===== src/rtl/cnn_acc_pkg.sv =====
`default_nettype none
// ==== cnn_acc_pkg : shared CNN accelerator types, constants and lane helpers ====
// ==== rev 1.0                                                              ====
package cnn_acc_pkg;

  localparam int LANES            = 8;
  localparam int DW               = 8;
  localparam int CONV1_IMG_W      = 28;
  localparam int CONV1_IMG_H      = 28;
  localparam int CONV2_BANK_WORDS = (CONV1_IMG_W / 2) * (CONV1_IMG_H / 2);

  typedef logic [LANES*DW-1:0]  pixel_t;
  typedef logic signed [DW-1:0] lane_t;

  typedef enum logic [0:0] {
    ST_FILL = 1'b0,
    ST_WAIT = 1'b1
  } wr_state_e;

  function automatic lane_t lane_of(input pixel_t w, input int unsigned idx);
    return $signed(w[idx*DW +: DW]);
  endfunction

endpackage
`default_nettype wire


===== src/rtl/lane_max.sv =====
`default_nettype none
// ==== lane_max : lane-wise signed max of two pixel words, optional ReLU ====
// ==== rev 1.0                                                          ====
module lane_max
  import cnn_acc_pkg::*;
(
  input  pixel_t i_a,
  input  pixel_t i_b,
  input  logic   i_relu,
  output pixel_t o_y
);

  for (genvar i = 0; i < LANES; i++) begin : g_lane
    lane_t w_la;
    lane_t w_lb;
    lane_t w_max;

    assign w_la  = lane_of(i_a, i);
    assign w_lb  = lane_of(i_b, i);
    assign w_max = (w_la > w_lb) ? w_la : w_lb;
    assign o_y[i*DW +: DW] = (i_relu && w_max[DW-1]) ? '0 : w_max;
  end

endmodule
`default_nettype wire


===== src/rtl/conv1_pool_writer.sv =====
`default_nettype none
// ==== conv1_pool_writer : 2x2 max-pool + ReLU of conv1 pixels into ping-pong ====
// ==== conv2 input banks, with bank full/release bookkeeping.  rev 1.0        ====
module conv1_pool_writer
  import cnn_acc_pkg::wr_state_e;
  import cnn_acc_pkg::ST_FILL;
  import cnn_acc_pkg::ST_WAIT;
#(
  parameter int IMG_W  = 28,
  parameter int IMG_H  = 28,
  parameter int LANES  = 8,
  parameter int DW     = 8,
  parameter int ADDR_W = 12
) (
  input  logic                clk,
  input  logic                rst_n,
  input  logic                enable,
  input  logic                in_valid,
  output logic                in_ready,
  input  logic [LANES*DW-1:0] in_data,
  output logic                we_arr1,
  output logic                we_arr2,
  output logic [ADDR_W-1:0]   wr_addr,
  output logic [LANES*DW-1:0] wr_data,
  output logic [1:0]          bank_full,
  input  logic [1:0]          bank_release,
  output logic                frame_done,
  output logic                cur_bank
);

  localparam int C_PW     = LANES * DW;
  localparam int C_COL_W  = $clog2(IMG_W);
  localparam int C_ROW_W  = $clog2(IMG_H);
  localparam int C_HALF_W = IMG_W / 2;
  localparam int C_WORDS  = (IMG_W / 2) * (IMG_H / 2);

  localparam logic [C_COL_W-1:0] C_COL_LAST  = C_COL_W'(IMG_W - 1);
  localparam logic [C_ROW_W-1:0] C_ROW_LAST  = C_ROW_W'(IMG_H - 1);
  localparam logic [ADDR_W-1:0]  C_ADDR_LAST = ADDR_W'(C_WORDS - 1);

  logic [C_COL_W-1:0] col_q, col_d;
  logic [C_ROW_W-1:0] row_q, row_d;
  logic [ADDR_W-1:0]  wcnt_q, wcnt_d;
  logic [C_PW-1:0]    hreg_q, hreg_d;
  wr_state_e          state_q, state_d;
  logic               cur_bank_q, cur_bank_d;
  logic [1:0]         bank_full_q, bank_full_d;
  logic               we1_q, we1_d;
  logic               we2_q, we2_d;
  logic               frame_done_q, frame_done_d;
  logic [ADDR_W-1:0]  wr_addr_q, wr_addr_d;
  logic [C_PW-1:0]    wr_data_q, wr_data_d;

  // Half-row of horizontal maxima from the even row, consumed by the odd row.
  logic [C_PW-1:0]    linebuf_q [C_HALF_W];

  logic               w_accept;
  logic               w_pool_fire;
  logic               w_lb_we;
  logic               w_last_wr;
  logic [C_COL_W-2:0] w_lb_idx;
  logic [C_PW-1:0]    w_lb_rd;
  logic [C_PW-1:0]    w_hmax;
  logic [C_PW-1:0]    w_pooled;

  assign in_ready    = enable & ~bank_full_q[cur_bank_q] & (state_q == ST_FILL);
  assign w_accept    = in_valid & in_ready;
  assign w_lb_idx    = col_q[C_COL_W-1:1];
  assign w_lb_rd     = linebuf_q[w_lb_idx];
  assign w_lb_we     = w_accept & ~row_q[0] & col_q[0];
  assign w_pool_fire = w_accept &  row_q[0] & col_q[0];
  assign w_last_wr   = (we1_q | we2_q) & (wr_addr_q == C_ADDR_LAST);

  lane_max u_hmax (
    .i_a    (hreg_q),
    .i_b    (in_data),
    .i_relu (1'b0),
    .o_y    (w_hmax)
  );

  lane_max u_vmax (
    .i_a    (w_lb_rd),
    .i_b    (w_hmax),
    .i_relu (1'b1),
    .o_y    (w_pooled)
  );

  always_comb begin
    col_d        = col_q;
    row_d        = row_q;
    wcnt_d       = wcnt_q;
    hreg_d       = hreg_q;
    state_d      = state_q;
    cur_bank_d   = cur_bank_q;
    bank_full_d  = bank_full_q & ~bank_release;
    we1_d        = 1'b0;
    we2_d        = 1'b0;
    frame_done_d = 1'b0;
    wr_addr_d    = wr_addr_q;
    wr_data_d    = wr_data_q;

    if (w_accept) begin
      if (!col_q[0]) hreg_d = in_data;
      if (col_q == C_COL_LAST) begin
        col_d = '0;
        row_d = (row_q == C_ROW_LAST) ? '0 : row_q + 1'b1;
      end else begin
        col_d = col_q + 1'b1;
      end
    end

    if (w_pool_fire) begin
      we1_d     = ~cur_bank_q;
      we2_d     =  cur_bank_q;
      wr_addr_d = wcnt_q;
      wr_data_d = w_pooled;
      wcnt_d    = wcnt_q + 1'b1;
    end

    // The last pixel of a frame is never followed by a pool in the same
    // cycle, so the frame-end bookkeeping cannot collide with a new write.
    if (w_last_wr) begin
      bank_full_d[cur_bank_q] = 1'b1;
      frame_done_d            = 1'b1;
      cur_bank_d              = ~cur_bank_q;
      wcnt_d                  = '0;
    end

    case (state_q)
      ST_FILL: if (w_last_wr && bank_full_d[cur_bank_d]) state_d = ST_WAIT;
      ST_WAIT: if (!bank_full_q[cur_bank_q])              state_d = ST_FILL;
      default: state_d = ST_FILL;
    endcase
  end

  always_ff @(posedge clk or negedge rst_n) begin
    if (!rst_n) begin
      col_q        <= '0;
      row_q        <= '0;
      wcnt_q       <= '0;
      hreg_q       <= '0;
      state_q      <= ST_FILL;
      cur_bank_q   <= 1'b0;
      bank_full_q  <= '0;
      we1_q        <= 1'b0;
      we2_q        <= 1'b0;
      frame_done_q <= 1'b0;
      wr_addr_q    <= '0;
      wr_data_q    <= '0;
    end else begin
      col_q        <= col_d;
      row_q        <= row_d;
      wcnt_q       <= wcnt_d;
      hreg_q       <= hreg_d;
      state_q      <= state_d;
      cur_bank_q   <= cur_bank_d;
      bank_full_q  <= bank_full_d;
      we1_q        <= we1_d;
      we2_q        <= we2_d;
      frame_done_q <= frame_done_d;
      wr_addr_q    <= wr_addr_d;
      wr_data_q    <= wr_data_d;
    end
  end

  always_ff @(posedge clk) begin
    if (w_lb_we) linebuf_q[w_lb_idx] <= w_hmax;
  end

  assign we_arr1    = we1_q;
  assign we_arr2    = we2_q;
  assign wr_addr    = wr_addr_q;
  assign wr_data    = wr_data_q;
  assign bank_full  = bank_full_q;
  assign frame_done = frame_done_q;
  assign cur_bank   = cur_bank_q;

endmodule
`default_nettype wire


===== config.mk =====
export PLATFORM = sky130hd
export DESIGN_NAME = conv1_pool_writer
export DESIGN_NICKNAME = d
export VERILOG_FILES = /design/src/rtl/cnn_acc_pkg.sv /design/src/rtl/lane_max.sv /design/src/rtl/conv1_pool_writer.sv
export SDC_FILE = /design/constraint.sdc
export NUM_CORES = 1
export LEC_CHECK = 0
export BUFFER_PORTS_ARGS = -buffer_cell sky130_fd_sc_hd__buf_2
export CELL_PAD_IN_SITES_DETAIL_PLACEMENT = 1
export CELL_PAD_IN_SITES_GLOBAL_PLACEMENT = 2
export CORE_UTILIZATION = 43
export CTS_CLUSTER_DIAMETER = 80
export DETAILED_ROUTE_END_ITERATION = 8
export PLACE_DENSITY = 0.88
export SYNTH_ARGS = -nofsm -noshare
export SYNTH_HDL_FRONTEND = slang
export SYNTH_HIERARCHICAL = 1
export SYNTH_SLANG_ARGS = --single-unit

===== constraint.sdc =====
create_clock -name clk -period 8.08 [get_ports clk]
set_clock_uncertainty 0.15 [all_clocks]
set_input_delay 1.616 -clock clk [delete_from_list [all_inputs] [get_ports clk]]
set_output_delay 1.616 -clock clk [all_outputs]
set_load 0.1 [all_outputs]

==> run metrics <==
status complete, but fails checks; failing checks design-rule violations; end of the worst hold path wr_data[55]; Hold Crit Class flip-flop to flip-flop; Gate Count Post-Synth 2692; share of cells above drive strength 1 28.0%; area grow syn2layout 13.8%; Wirelength per Cell 27.3 µm; worst skew pair latency 690 ps; yosys warns 6; total die area 0.108 mm²; Final Hold Viols 0; htree depth 3; Starting Density 43.6%; number of synthesized flops with an enable pin 896; fmax 0.158 GHz; worst r2r dst wr_data[28]; Worst Slack Setup Final 1740 ps; PortBufs 152; Max-cap violations 0; Unique masters post-synth 56; FF/Latch Area 0.0311 mm²; RSZ-0062 raised after global routing no; Routed Antenna Nets 0; Die Ht 329 µm; Synth Area per Inst 17.1 µm²; filler cell count 10024; Worst slew margin 17.6%; pwr dens 407 mW/mm²; vias in the first global route 28194; Final Setup Violations 0; largest net degree at the start of global routing 100; Routed WL 120 mm; Arr. time, crit path 6750 ps; Multi-input gate area 0.0140 mm²; Post-synth ARST share 15.9%; Via density 5.83; CTS clk-pin slew, worst paths 60 ps; Critical Path Fanout Max 17; Seq/Total Area, Yosys 67.6%; hpwl dp 68.3 mm; routability cong. 0.798; flip-flop and latch count after synthesis 1065; Leak Pwr 18.8 nW; Worst R2R Path Depth 11; Max clock buf depth 3; worst hold slack 349 ps; Worst VDD drop 220 µV; Top Ports 153; Setup crit start kind primary input; Final Net Count 3119; GR Overflow Total 0; Root Buffer clkbuf_16; Pre-antenna DRT Iters 8; CTS Hold Bufs 0; fin crit share 78.5%; Die Width 329 µm; critical path class primary input to flip-flop; Rows 119; synthesized cell area 0.0460 mm²; hold path depth 1; CTS tree built; Worst-Margin Slew 1230 ps; # resized after CTS 0; top_reg_cell synth edfxtp_1; CP Capture Type flip-flop; pre-CTS WS 1090 ps; Slew Limit Fails 0; ANT cells 0; worst hold path startpoint wr_data[55]; global-route wire length before repair 179 mm; GR Util All Layers 22.3%; initial DRC count 2200; Placeable Area 0.106 mm²; CTS Buf Count 109; WP data required 8490 ps; minimum clock period 6340 ps; Vias 25697; Setup Buffers After CTS 0; Final TNS setup 0 ps; worst reg2reg startpoint col_q[1]; DRC errors left 12; CTS sink cnt 1065; Layout Utilization 49.6%; initial antenna violation count 2; reg-to-reg slack, setup 2350 ps
-- area by class of cell --
cell class                      instances  share of cell area [%]
Inverter                              147                    1.05
Tap cell                             1391                    3.32
Multi-Input combinational cell       1367                    26.7
Sequential cell                      1065                    59.4
Clock inverter                         68                    1.28
Timing Repair Buffer                  228                    2.63
Clock buffer                          140                    5.61
-- state kept, by name, summed over array words and instances (netlist names) --
signal	count
bank_full	2
cur_bank	1
wcnt_q	12
linebuf_q	896
wr_addr	12
hreg_q	64
we_arr2	1
frame_done	1
wr_data	64
state_q	1
we_arr1	1
row_q	5
col_q	5
-- cell families after synthesis --
group | after synthesis | share of synthesized area (%)
flip-flops | 1065 | 67.6
multiplexers | 548 | 17.8
AND/OR/NAND/NOR | 358 | 3.69
AO/OA/AOI/OAI | 309 | 4.80
buffers and inverters | 270 | 2.40
adder cells (fa/ha/maj) | 131 | 3.56
XOR/XNOR | 9 | 0.171
other | 2 | 0.0163
-- where the power goes --
part	total [W]	leakage (nW)	switching, W	internal, W
combinational	0.00872	6.83	0.00561	0.00311
clock	0.00509	1.77	0.00216	0.00293
sequential	0.00751	10.2	0.000463	0.00705
-- worst max-delay path by stage --
stage           startpoint               to  slack (ps)  depth (start not counted)
3_3_place_gp   in_data[51]      wr_data[53]        1400                         18
5_1_grt        in_data[51]      wr_data[51]        1350                         18
3_5_place_dp   in_data[51]      wr_data[51]        1090                         18
6_report       in_data[51]      wr_data[51]        1740                         18
4_1_cts        in_data[51]      wr_data[51]        1760                         18
2_1_floorplan       enable  linebuf_q[5][0]         840                          4
-- layout by cell type, fill, tap and decap left out, drive strengths merged, types with 7 or more instances in the layout --
cell    netlist  layout
inv         147     154
bufinv        0      11
a41oi         8       8
nor2        160     160
nor4          7       7
edfxtp      896     896
ha          131     131
nand4        22      22
a21oi        80      80
a21o          9       9
o21a         22      22
and3          7       7
nor3          9       9
nand3        29      29
o21ai        20      20
nand2b       10      10
nand2        67      67
mux2        207     207
clkinv        0      45
o22ai        79      79
buf          56     227
mux2i       149     149
conb          2      12
o31ai         9       9
a211oi       60      60
o21bai        8       8
nor2b        21      21
clkbuf       67     141
dfrtp       169     169
mux4        192     192
-- metal layers --
layer | part of all wire, % | GRT usage (%) | wire length, µm
met5 | 0 | 0 | 0
met4 | 2.1 | 6.12 | 2540
met3 | 7.0 | 3.97 | 8480
met2 | 51 | 39.2 | 61400
met1 | 40 | 28.4 | 47900
-- cells in the mapped netlist (12+ instances only) --
library cell | instances | area, µm²
o21a_1 | 22 | 165
nand4_1 | 22 | 138
o21ai_0 | 18 | 90.1
mux2_2 | 201 | 2260
a211oi_1 | 48 | 360
dfrtp_1 | 169 | 4230
nor2b_1 | 21 | 131
nand2_1 | 67 | 251
ha_1 | 131 | 1640
edfxtp_1 | 896 | 26900
nand3_1 | 29 | 145
mux4_2 | 192 | 4320
a21oi_1 | 80 | 400
nor2_1 | 159 | 597
clkbuf_1 | 67 | 251
buf_2 | 30 | 150
buf_1 | 19 | 71.3
inv_1 | 145 | 544
mux2i_1 | 147 | 1470
a211oi_2 | 12 | 150
o22ai_1 | 79 | 494
-- worst max-delay path, stage by stage --
cell and delay [ps]:
buf_2 90, inv_1 50, ha_1 300, a21oi_1 200
o21ai_1 90, a311o_1 390, o211ai_4 530, mux2i_1 190
nor2_1 760, inv_1 140, ha_1 370, nand2_1 120
a2111oi_2 80, a311o_1 370, o211ai_4 560, mux2i_4 520
a211oi_2 90, mux2_2 290
-- through the flow --
stage	area [µm²]	cells	power (W)
detailed placement	48800	4198	0.0162
CTS	52400	4406	0.0214
finish	52400	4406	0.0213
global placement	48800	4198	0.0156
floorplan	46100	2702	0.0138
global route	52400	4406	0.0223
(Power assumes the default switching activity.)
